$ cat src/rtl/branch_resolver_pkg.sv
// branch_resolver_pkg: shared FSM state encoding and default sizing for the branch resolver
package branch_resolver_pkg;
    typedef enum logic [1:0] {S_IDLE, S_PREDICT, S_UPDATE, S_GAP} state_t;
    localparam int DEF_DEPTH = 4;
    localparam int DEF_CNT_W = 16;
endpackage

$ cat src/rtl/branch_resolver_pred_fifo.sv
// pred_fifo: 1-bit prediction queue with wrap-around pointers and whole-queue clear
module pred_fifo
    import branch_resolver_pkg::*;
#(
    parameter int DEPTH = DEF_DEPTH
) (
    input  logic                     clk,
    input  logic                     rst,
    input  logic                     push,
    input  logic                     pop,
    input  logic                     clear,
    input  logic                     din,
    output logic                     dout,
    output logic [$clog2(DEPTH):0]   count
);
    localparam int AW = $clog2(DEPTH);
    logic [DEPTH-1:0] r_mem;
    logic [AW-1:0]    r_wr;
    logic [AW-1:0]    r_rd;
    assign dout = r_mem[r_rd];
    always_ff @(posedge clk) begin
        if (rst || clear) begin
            r_wr  <= '0;
            r_rd  <= '0;
            count <= '0;
        end else begin
            if (push) begin
                r_mem[r_wr] <= din;
                r_wr        <= r_wr + 1'b1;
            end
            if (pop) r_rd <= r_rd + 1'b1;
            count <= count + {{AW{1'b0}}, push} - {{AW{1'b0}}, pop};
        end
    end
endmodule

$ cat src/rtl/branch_resolver.sv
// branch_resolver: queues predictor answers per fetched branch and checks them against resolved outcomes
module branch_resolver
    import branch_resolver_pkg::*;
#(
    parameter int DEPTH = DEF_DEPTH,
    parameter int CNT_W = DEF_CNT_W
) (
    input  logic                     clk,
    input  logic                     rst,
    input  logic                     br_valid,
    output logic                     br_ready,
    input  logic                     out_valid,
    input  logic                     out_taken,
    output logic                     out_ready,
    output logic                     request,
    output logic                     result,
    output logic                     taken,
    input  logic                     prediction,
    output logic                     pred_valid,
    output logic                     pred_taken,
    output logic                     mispredict,
    output logic [$clog2(DEPTH):0]   outstanding,
    output logic [CNT_W-1:0]         hit_count,
    output logic [CNT_W-1:0]         miss_count
);
    localparam int OW = $clog2(DEPTH) + 1;
    state_t r_state;
    state_t w_next;
    logic   r_taken;
    logic   w_idle;
    logic   w_head;
    logic   w_out_acc;
    logic   w_br_acc;
    logic   w_miss;
    assign w_idle    = (r_state == S_IDLE);
    assign out_ready = w_idle && (outstanding != '0);
    // a pending outcome always beats a new branch for the idle slot
    assign br_ready  = w_idle && (outstanding != OW'(DEPTH)) && !(out_valid && out_ready);
    assign w_out_acc = out_valid && out_ready;
    assign w_br_acc  = br_valid && br_ready;
    assign w_miss    = w_out_acc && (w_head != out_taken);
    assign request   = (r_state == S_PREDICT);
    assign result    = (r_state == S_UPDATE);
    assign taken     = result && r_taken;
    always_comb begin
        w_next = r_state;
        if (w_idle)
            w_next = w_out_acc ? S_UPDATE : (w_br_acc ? S_PREDICT : S_IDLE);
        else
            w_next = (r_state == S_GAP) ? S_IDLE : S_GAP;
    end
    always_ff @(posedge clk) begin
        if (rst) begin
            r_state    <= S_IDLE;
            r_taken    <= 1'b0;
            pred_valid <= 1'b0;
            pred_taken <= 1'b0;
            mispredict <= 1'b0;
            hit_count  <= '0;
            miss_count <= '0;
        end else begin
            r_state    <= w_next;
            pred_valid <= request;
            mispredict <= w_miss;
            if (request) pred_taken <= prediction;
            if (w_out_acc) r_taken <= out_taken;
            if (w_out_acc && !w_miss && !(&hit_count)) hit_count <= hit_count + CNT_W'(1);
            if (w_miss && !(&miss_count)) miss_count <= miss_count + CNT_W'(1);
        end
    end
    // a mispredict pops the head and squashes every younger entry in one step
    pred_fifo #(.DEPTH(DEPTH)) u_fifo (
        .clk   (clk),
        .rst   (rst),
        .push  (request),
        .pop   (w_out_acc),
        .clear (w_miss),
        .din   (prediction),
        .dout  (w_head),
        .count (outstanding)
    );
endmodule

$ cat config.mk
export PLATFORM = sky130hd
export DESIGN_NAME = branch_resolver
export DESIGN_NICKNAME = d
export VERILOG_FILES = /design/src/rtl/branch_resolver_pkg.sv /design/src/rtl/branch_resolver_pred_fifo.sv /design/src/rtl/branch_resolver.sv
export SDC_FILE = /design/constraint.sdc
export NUM_CORES = 1
export LEC_CHECK = 0
export ABC_AREA = 1
export CAP_MARGIN = 15
export CORE_MARGIN = 3
export CORE_UTILIZATION = 53
export DETAILED_ROUTE_END_ITERATION = 6
export HOLD_SLACK_MARGIN = 0.02
export PLACE_DENSITY_LB_ADDON = 0.05
export SYNTH_ARGS = -nofsm -noshare
export SYNTH_HDL_FRONTEND = slang
export SYNTH_SLANG_ARGS = --single-unit
$ cat constraint.sdc
create_clock -name clk -period 3.1 [get_ports clk]
set_input_delay 0.31 -clock clk [delete_from_list [all_inputs] [get_ports clk]]
set_output_delay 0.31 -clock clk [all_outputs]
set_load 0.02 [all_outputs]
* After elaboration in Yosys (flattened, before gate mapping)
Index checks and enable logic that the tools add are counted.
** Word-level totals
- Bits in registers :: 49
- Bits of input ports :: 6
- Output and inout port bits :: 43
- Word-level logic and storage cells :: 56
** Operators by class
- $add $sub $neg :: 6
- Magnitude comparators :: 3
- Eq/ne operators :: 5
- Muxes and demuxes :: 9
- Bitwise logic cells :: 1
- Reduce and logical (&&, ||, !) cells :: 21
** Operator list (count)
- adder 16 x 1 -> 16 bit, second input constant :: 2
- AND reduction 16 bit :: 2
- logical AND 1 bit :: 11
- less-than comparator 2 x 3 -> 1 bit, second input constant :: 2
- 2-to-1 mux 2 bit :: 3
- adder 2 x 1 -> 2 bit, second input constant :: 2
- bitwise mux 4 bit :: 1
- equality test 2 bit, second input constant :: 2
- logical NOT 1 bit :: 4
- adder 3 x 1 -> 3 bit :: 1
- 2-to-1 mux 1 bit :: 3
- inequality test 3 bit, second input constant :: 1
- nonzero test 3 bit :: 1
- subtractor 3 x 1 -> 3 bit :: 1
- binary-select mux 1 bit (select 2 bit) :: 1
- demux 1 bit (select 2 bit) :: 1
- equality test 2 x 1 -> 1 bit, second input constant :: 1
- greater-or-equal comparator 2 x 1 -> 1 bit, second input constant :: 1
- logical NOT 2 bit :: 1
- AND reduction 2 bit :: 1
- logical OR 1 bit :: 1
- inequality test 1 bit :: 1
- inverter 1 bit :: 1

* Logic depth before layout (Yosys ltp)
Gate-level depths: netlist (run 1).
- Depth in word-level cells :: 9
- Depth in mapped cells :: 13

* Modules after synthesis
Synthesis (run 1) repeated with hierarchy kept, for this count alone.
** Unflattened totals
- Cells, all modules :: 416
- Area, all modules :: 2844.0 um^2
** By module, submodules not included
- branch_resolver :: times used 1, cells each 348, area an instance 2260.9 um^2
- pred_fifo :: times used 1, cells each 68, area an instance 583.1 um^2

* Worst setup path after synthesis (run 1)
Ideal clock, no wire load.
- Path kind :: flip-flop to flip-flop
- Start point :: reg u_fifo.count[1]
- End point :: reg u_fifo.count[2]
- Arrival time :: 2.434 ns
- Slack :: 0.596 ns
- Cell stages (with the launch flop) :: 14
- Path buffers :: 1
- Period minus slack after synthesis :: 2.504 ns
- Cells stage by stage :: dfxtp_1 > nor2_1 > nand2_1 > nand2_4 > nor2_8 > buf_2 > ha_1 > inv_1 > ha_1 > inv_1 > fa_1 > xor2_1 > or2_2 > a21oi_1
** On the way
- Cells in the longest elaborated chain, start to end :: 5
** Ends and longest elaborated chain
- from (decl) :: line branch_resolver_pred_fifo.sv:14 : output logic [$clog2(DEPTH):0] count
- from (signal assigned) :: line branch_resolver_pred_fifo.sv:32 : count <= count + {{AW{1'b0}}, push} - {{AW{1'b0}}, pop};
- nonzero test 3 bit * :: line branch_resolver.sv:36 : assign out_ready = w_idle && (outstanding != '0);
- logical AND 1 bit * :: line branch_resolver.sv:36
- logical AND 1 bit * :: line branch_resolver.sv:39 : assign w_out_acc = out_valid && out_ready;
- named net u_fifo.pop :: line branch_resolver_pred_fifo.sv:10 : input logic pop,
- parallel branches: the longest is 2 deep, another holds subtractor 3 x 1 -> 3 bit
Mark *: on every way through the listed nets, which the timed path passes.
A chain may end at the register's enable or synchronous reset.

* Worst setup path in the final report (run 1)
- Start point :: reg u_fifo.count[1]
- End point :: reg u_fifo.count[2]
** On the way
- Cells in the longest elaborated chain, start to end :: 5
** Ends and longest elaborated chain
- parallel branches: the longest is 5 deep, another holds adder 3 x 1 -> 3 bit
Parallel ways; which one is timed is not known.

==> flow_summary.ini, run 1 <==
[clocking]
worstSkewPairLatency_ns = 0.30
tritoncts = built
cts_buffers = 5
clkSlewWorstSetupHoldPaths_ns = 0.09
cts_resized = 0
htree_levels = 2
postCtsHoldBufs = 0
post-cts-setup-buffers = 0
clk_path_buf_depth = 2
root_buffer = clkbuf_8
cts_sinks = 49

[logic_synthesis]
synth_cell_types = 34
synthFlopType = dfxtp_1
ys_seq_elements = 49
synthesis.nets = 433
syn_avg_cell_area_um2 = 6.88
synth.yosys.seq_area_share = 0.355
ys_warn_count = 0
synth_async_sr_flop_share = 0
synth_edf_count = 4
synth_cells = 418
syn_area_um2 = 2880

[global_routing]
gr-total-overflow = 0
grt_pass1_wl_mm = 11.3
track_usage = 0.217
antenna_found_initial = 0
grt_pass1_vias = 2641
grt_max_degree = 20

[sta]
finalSetupViolations = 0
slew_violations = 0
timing.hold.ws_ns = 0.507
fin_worst_skew_ns = 0.0102
fmax_mhz = 409
final-hold-violation-count = 0
postLayoutSetupSlackWorst_ns = 0.657
relSlewSlack = 0.581
worstMarginPinSlew_ns = 0.627
setup_tns_ns = 0
fin_crit_sh = 0.788
rsz0062_at_grt = no
finalCriticalPeriod_ns = 2.44

[pwr]
power.density_nw_per_um2 = 560
p_leak_nw = 1.34
ir_worst_vdd_mv = 0.514

[drt]
via_per_inst = 5.10
vias = 2722
ant_nets = 0
drt_wl_total_mm = 6.37
routedWlPerCell_um = 11.9
first_pass_iters = 4
drt_iter0_markers = 120
remaining_drc_errors = 0

[worst_hold_path]
hold_class = reg2reg
min-delay-start = u_fifo.r_wr[1]

[critical_path]
worstPathArrival_ns = 2.67
worstSetupPathType = reg2reg
crit_path_start_kind = flop
end_kind = flop
reg2reg_from = u_fifo.count[1]
crit_required_ns = 3.33
crit_path_max_fanout = 14
crit_path_start = u_fifo.count[1]

[floorplanning]
dieArea_um2 = 6350
die_h_um = 79.7
chipWidth_um = 79.7
core_um2 = 5170
ios = 49
fp-row-count = 26
start_util = 0.556

[placed_design]
placed_cell_area_um2 = 3380
gp_congestion = 0.873
dp_hpwl_mm = 4.66
dpl_worst_slack_ns = 0.444
io_buffers = 48

[run_status]
status = complete, no violations

[layout]
drive_gt1_frac = 0.0754
fin_nets = 478
design_area_um2 = 3510
diodes = 0
syn_to_final_growth_pct = 22.2
fin_util = 0.679

[job]
drv_cap = 0
==> sequential cells by signal, summed over array words and instances (netlist names) <==
register,count
hit_count,16
mispredict,1
miss_count,16
pred_taken,1
pred_valid,1
r_state,2
r_taken,1
u_fifo.count,3
u_fifo.r_mem,4
u_fifo.r_rd,2
u_fifo.r_wr,2
==> stage by stage <==
step,cells,total power [W]
2_1_floorplan,418,0.00125
3_3_place_gp,526,0.00143
3_5_place_dp,526,0.00144
4_1_cts,534,0.00199
5_1_grt,534,0.00210
6_report,534,0.00197
==> worst paths after layout <==
check                         end  slack (ns)  cells after the start
setup / recovery  u_fifo.count[2]        0.66                     12
hold / removal     u_fifo.r_wr[1]        0.51                      2
setup reg to reg  u_fifo.count[2]        0.66                     12
hold reg to reg    u_fifo.r_wr[1]        0.51                      2
==> worst max-delay path, cell delays in order, from the launching register on <==
cell,delay (ns)
dfxtp_1,0.43
nor2_1,0.09
nand2_1,0.12
nand2_4,0.08
nor2_8,0.21
ha_1,0.27
inv_1,0.06
ha_1,0.14
inv_1,0.05
fa_1,0.37
xor2_1,0.16
or2_2,0.28
a21oi_1,0.12
==> layout make-up <==
cell class              instances  area (um2)
fillers                       471        1660
multi-input cells             308        1590
flip-flops and latches         49        1020
repair buffers                 49         488
inverters                      50         190
well taps                      70        87.6
clock buffers                   5        68.8
clock inverters                 3        65.1
==> power by group <==
group,switching (W),internal [W],leakage (nW)
sequential,0.0000558,0.000697,0.400
clock,0.000220,0.000321,0.0681
combinational,0.000414,0.000260,0.876
==> synth_stat cells, types with 2 or more instances <==
| cell | instances | share of area |
|---|---|---|
| nand2_1 | 112 | 0.15 |
| nor2_1 | 60 | 0.078 |
| inv_1 | 46 | 0.060 |
| dfxtp_1 | 45 | 0.31 |
| nand3_1 | 36 | 0.063 |
| a21oi_1 | 34 | 0.059 |
| nand4_1 | 9 | 0.020 |
| ha_1 | 8 | 0.035 |
| xor2_1 | 8 | 0.024 |
| o21ai_0 | 7 | 0.012 |
| nand3_2 | 5 | 0.017 |
| edfxtp_1 | 4 | 0.042 |
| nor2_4 | 4 | 0.016 |
| xnor2_1 | 4 | 0.012 |
| buf_2 | 3 | 0.0052 |
| buf_6 | 3 | 0.012 |
| clkbuf_1 | 3 | 0.0039 |
| inv_2 | 3 | 0.0039 |
| nand2_2 | 3 | 0.0065 |
| nand3b_1 | 3 | 0.0078 |
| nor2_2 | 3 | 0.0065 |
| nand2_4 | 2 | 0.0078 |
| nor2_8 | 2 | 0.014 |
==> per-layer routing <==
| layer | routed length (um) | global-route usage | vias to the layer above | part of all wire |
|---|---|---|---|---|
| met4 | 65 | 0.0601 | 0 | 0.010 |
| met2 | 3030 | 0.386 | 60 | 0.48 |
| met1 | 2970 | 0.262 | 1238 | 0.47 |
| met5 | 0 | 0 | - | 0 |
| met3 | 299 | 0.0451 | 7 | 0.047 |
| li1 | - | - | 1417 | - |
==> cells by family (layout without fill, tap and decap cells) <==
kind of cell | after synthesis | after routing | synth area share
compound gates | 43 | 43 | 0.0766
flops | 49 | 49 | 0.355
buf+inv | 61 | 107 | 0.0909
fa+ha+maj | 9 | 9 | 0.0418
simple gates | 244 | 244 | 0.399
xor+xnor | 12 | 12 | 0.0365
==> placed cells by master, fill, tap and decap left out, types with 2 or more instances in the layout <==
master           instances
edfxtp_1                 4
nand2_2                  3
nor2_1                  60
nand3_2                  5
nand2_1                112
xnor2_1                  4
nand3_1                 36
nor2_2                   3
ha_1                     8
clkdlybuf4s50_1         48
o21ai_0                  7
inv_1                   46
nor2_8                   2
a21oi_1                 34
inv_2                    3
bufinv_16                2
clkbuf_8                 5
nand3b_1                 3
dfxtp_1                 45
xor2_1                   8
nand2_4                  2
nor2_4                   4
nand4_1                  9
No activity file was read; power rests on OpenSTA's default activity.
==> inputs of run 2 (changes only) <==
==> constraint.sdc (replaced) <==
create_clock -name clk -period 2.5 [get_ports clk]
set_input_delay 0.25 -clock clk [delete_from_list [all_inputs] [get_ports clk]]
set_output_delay 0.25 -clock clk [all_outputs]
set_load 0.02 [all_outputs]
==> flow_summary.ini, run 2 (synthesis gave the netlist of run 1 again) <==
[pwr]
clockPowerShare = 0.246
p_leak_nw = 1.35
swShare = 0.361
p_sw_w = 0.000862
ir_worst_vdd_mv = 0.652
pwr-share-comb = 0.362
seqPwrFrac = 0.392
power.internal_w = 0.00153
power.density_nw_per_um2 = 680

[layout]
final_common_cell = nand2_1
layout_common_cells = nand2_1, nor2_1, clkdlybuf4s50_1, inv_1, dfxtp_1
design_area_um2 = 3510
drive_gt1_frac = 0.0794
syn_to_final_growth_pct = 22.1
fin_nets = 480
diodes = 0
fin_util = 0.679
biggestRegsByFlops = hit_count (16), miss_count (16), u_fifo.r_mem (4)
layout.cells.non_filler = 536
layout.filler_cells = 451

[critical_path]
path_depth = 12
path_cells = nor2_1, nand2_1, nand2_4, nor2_8, ha_1, inv_1, ha_1, inv_1, fa_1, xor2_1, or2_2, a21oi_1
crit_path_max_fanout = 4
worstPathArrival_ns = 2.48
worstSetupPathType = reg2reg
cp_top_family = adder cells
cp_slowest_cell = dfxtp_2
critical_path.max_stage_delay_ns = 0.36
end_kind = flop
reg2reg_depth = 12
crit_path_start_kind = flop
path_buf_inv = 2
crit_required_ns = 2.73

[drt]
remaining_drc_errors = 0
drt_iter0_markers = 234
routedWlPerCell_um = 12.3
ant_nets = 0
via_per_inst = 5.11
drt_wl_total_mm = 6.60
first_pass_iters = 4
vias = 2737

[global_routing]
gr-total-overflow = 0
grt_max_degree = 20
grt_pass1_vias = 2580
track_usage = 0.224
antenna_found_initial = 0
grt_pass1_wl_mm = 11.5

[sta]
fmax_mhz = 446
slew_violations = 0
finalSetupViolations = 0
relSlewSlack = 0.705
rsz0062_at_grt = no
fin_worst_skew_ns = 0.00501
final-hold-violation-count = 0
worstMarginPinSlew_ns = 0.442
setup_tns_ns = 0
fin_crit_sh = 0.897
finalCriticalPeriod_ns = 2.24

[job]
drv_cap = 0

[clocking]
root_buffer = clkbuf_8
cts_resized = 0
cts_buffers = 5
postCtsHoldBufs = 0
cts_sinks = 49
clk_path_buf_depth = 2
tritoncts = built
htree_levels = 2
worstSkewPairLatency_ns = 0.30
post-cts-setup-buffers = 0
clkSlewWorstSetupHoldPaths_ns = 0.09

[floorplanning]
start_util = 0.556
ios = 49
die_h_um = 79.7
dieArea_um2 = 6350
core_um2 = 5170
chipWidth_um = 79.7
fp-row-count = 26

[placed_design]
gp_congestion = 0.878
dp.cells = 528
dp_hpwl_mm = 4.85
io_buffers = 48
placed_cell_area_um2 = 3400

[worst_hold_path]
min_delay_path_depth = 2
hold_class = reg2reg

[run_status]
status = complete, no violations
## run 2: cell count changes in the layout (fill, tap and decap cells not counted), sizes merged
| cell | before | now |
|---|---|---|
| clkbuf | 5 | 7 |
| clkinv | 1 | 0 |
| bufinv | 2 | 1 |
| buf | 1 | 3 |
## run 2: metal layers
metal	share of wire	GRT usage	vias to the layer above
met5	0	0	-
met4	0.0086	0.0619	0
met3	0.037	0.0372	7
met2	0.46	0.379	52
met1	0.49	0.292	1257
li1	-	-	1421
## run 2: power groups by stage
stage	clock network [W]	registers [W]	logic, W
2_1_floorplan	0	0.000987	0.000559
3_3_place_gp	0	0.000947	0.000849
3_5_place_dp	0	0.000953	0.000862
4_1_cts	0.000606	0.000936	0.000871
5_1_grt	0.000639	0.000949	0.000952
6_report	0.000587	0.000935	0.000865
## run 2: path summary, 6_finish.rpt
| kind | from | endpoint | slack, ns |
|---|---|---|---|
| min reg2reg | pred_taken | pred_taken | 0.50 |
| max reg2reg | u_fifo.count[1] | u_fifo.count[2] | 0.26 |
| min | pred_taken | pred_taken | 0.50 |
| max | u_fifo.count[1] | u_fifo.count[2] | 0.26 |
## run 2: worst min-delay path, cell delays in order, from the launching register on
cell and delay, ns:
dfxtp_1 0.32, nor2_1 0.09, nor2_1 0.05
## run 2: area by class of cell
class / instances / area (um2) / area share
clock inverters: 1 / 30.0 / 0.00855
well taps: 70 / 87.6 / 0.0249
repair buffers: 51 / 503 / 0.143
clock buffers: 7 / 86.3 / 0.0246
flip-flops and latches: 49 / 1020 / 0.291
inverters: 50 / 190 / 0.0541
multi-input cells: 308 / 1590 / 0.454
## run 2: metrics by stage
step | hold WS (ns) | power, W | worst slack, ns
floorplan | 0.349 | 0.00155 | 0.0853
global placement | 0.469 | 0.00180 | 0.160
detailed placement | 0.476 | 0.00181 | 0.0971
CTS | 0.497 | 0.00241 | 0.263
global route | 0.517 | 0.00254 | 0.127
finish | 0.498 | 0.00239 | 0.259
==> inputs of run 3 (changes only) <==
--- a/config.mk
+++ b/config.mk
@@ -6,12 +6,12 @@
 export NUM_CORES = 1
 export LEC_CHECK = 0
 export ABC_AREA = 1
-export CAP_MARGIN = 15
 export CORE_MARGIN = 3
 export CORE_UTILIZATION = 53
 export DETAILED_ROUTE_END_ITERATION = 6
 export HOLD_SLACK_MARGIN = 0.02
 export PLACE_DENSITY_LB_ADDON = 0.05
+export SLEW_MARGIN = 15
 export SYNTH_ARGS = -nofsm -noshare
 export SYNTH_HDL_FRONTEND = slang
 export SYNTH_SLANG_ARGS = --single-unit
==> results of run 3 <==
No change in the layout: final DEF, timing and power equal those of run 2.
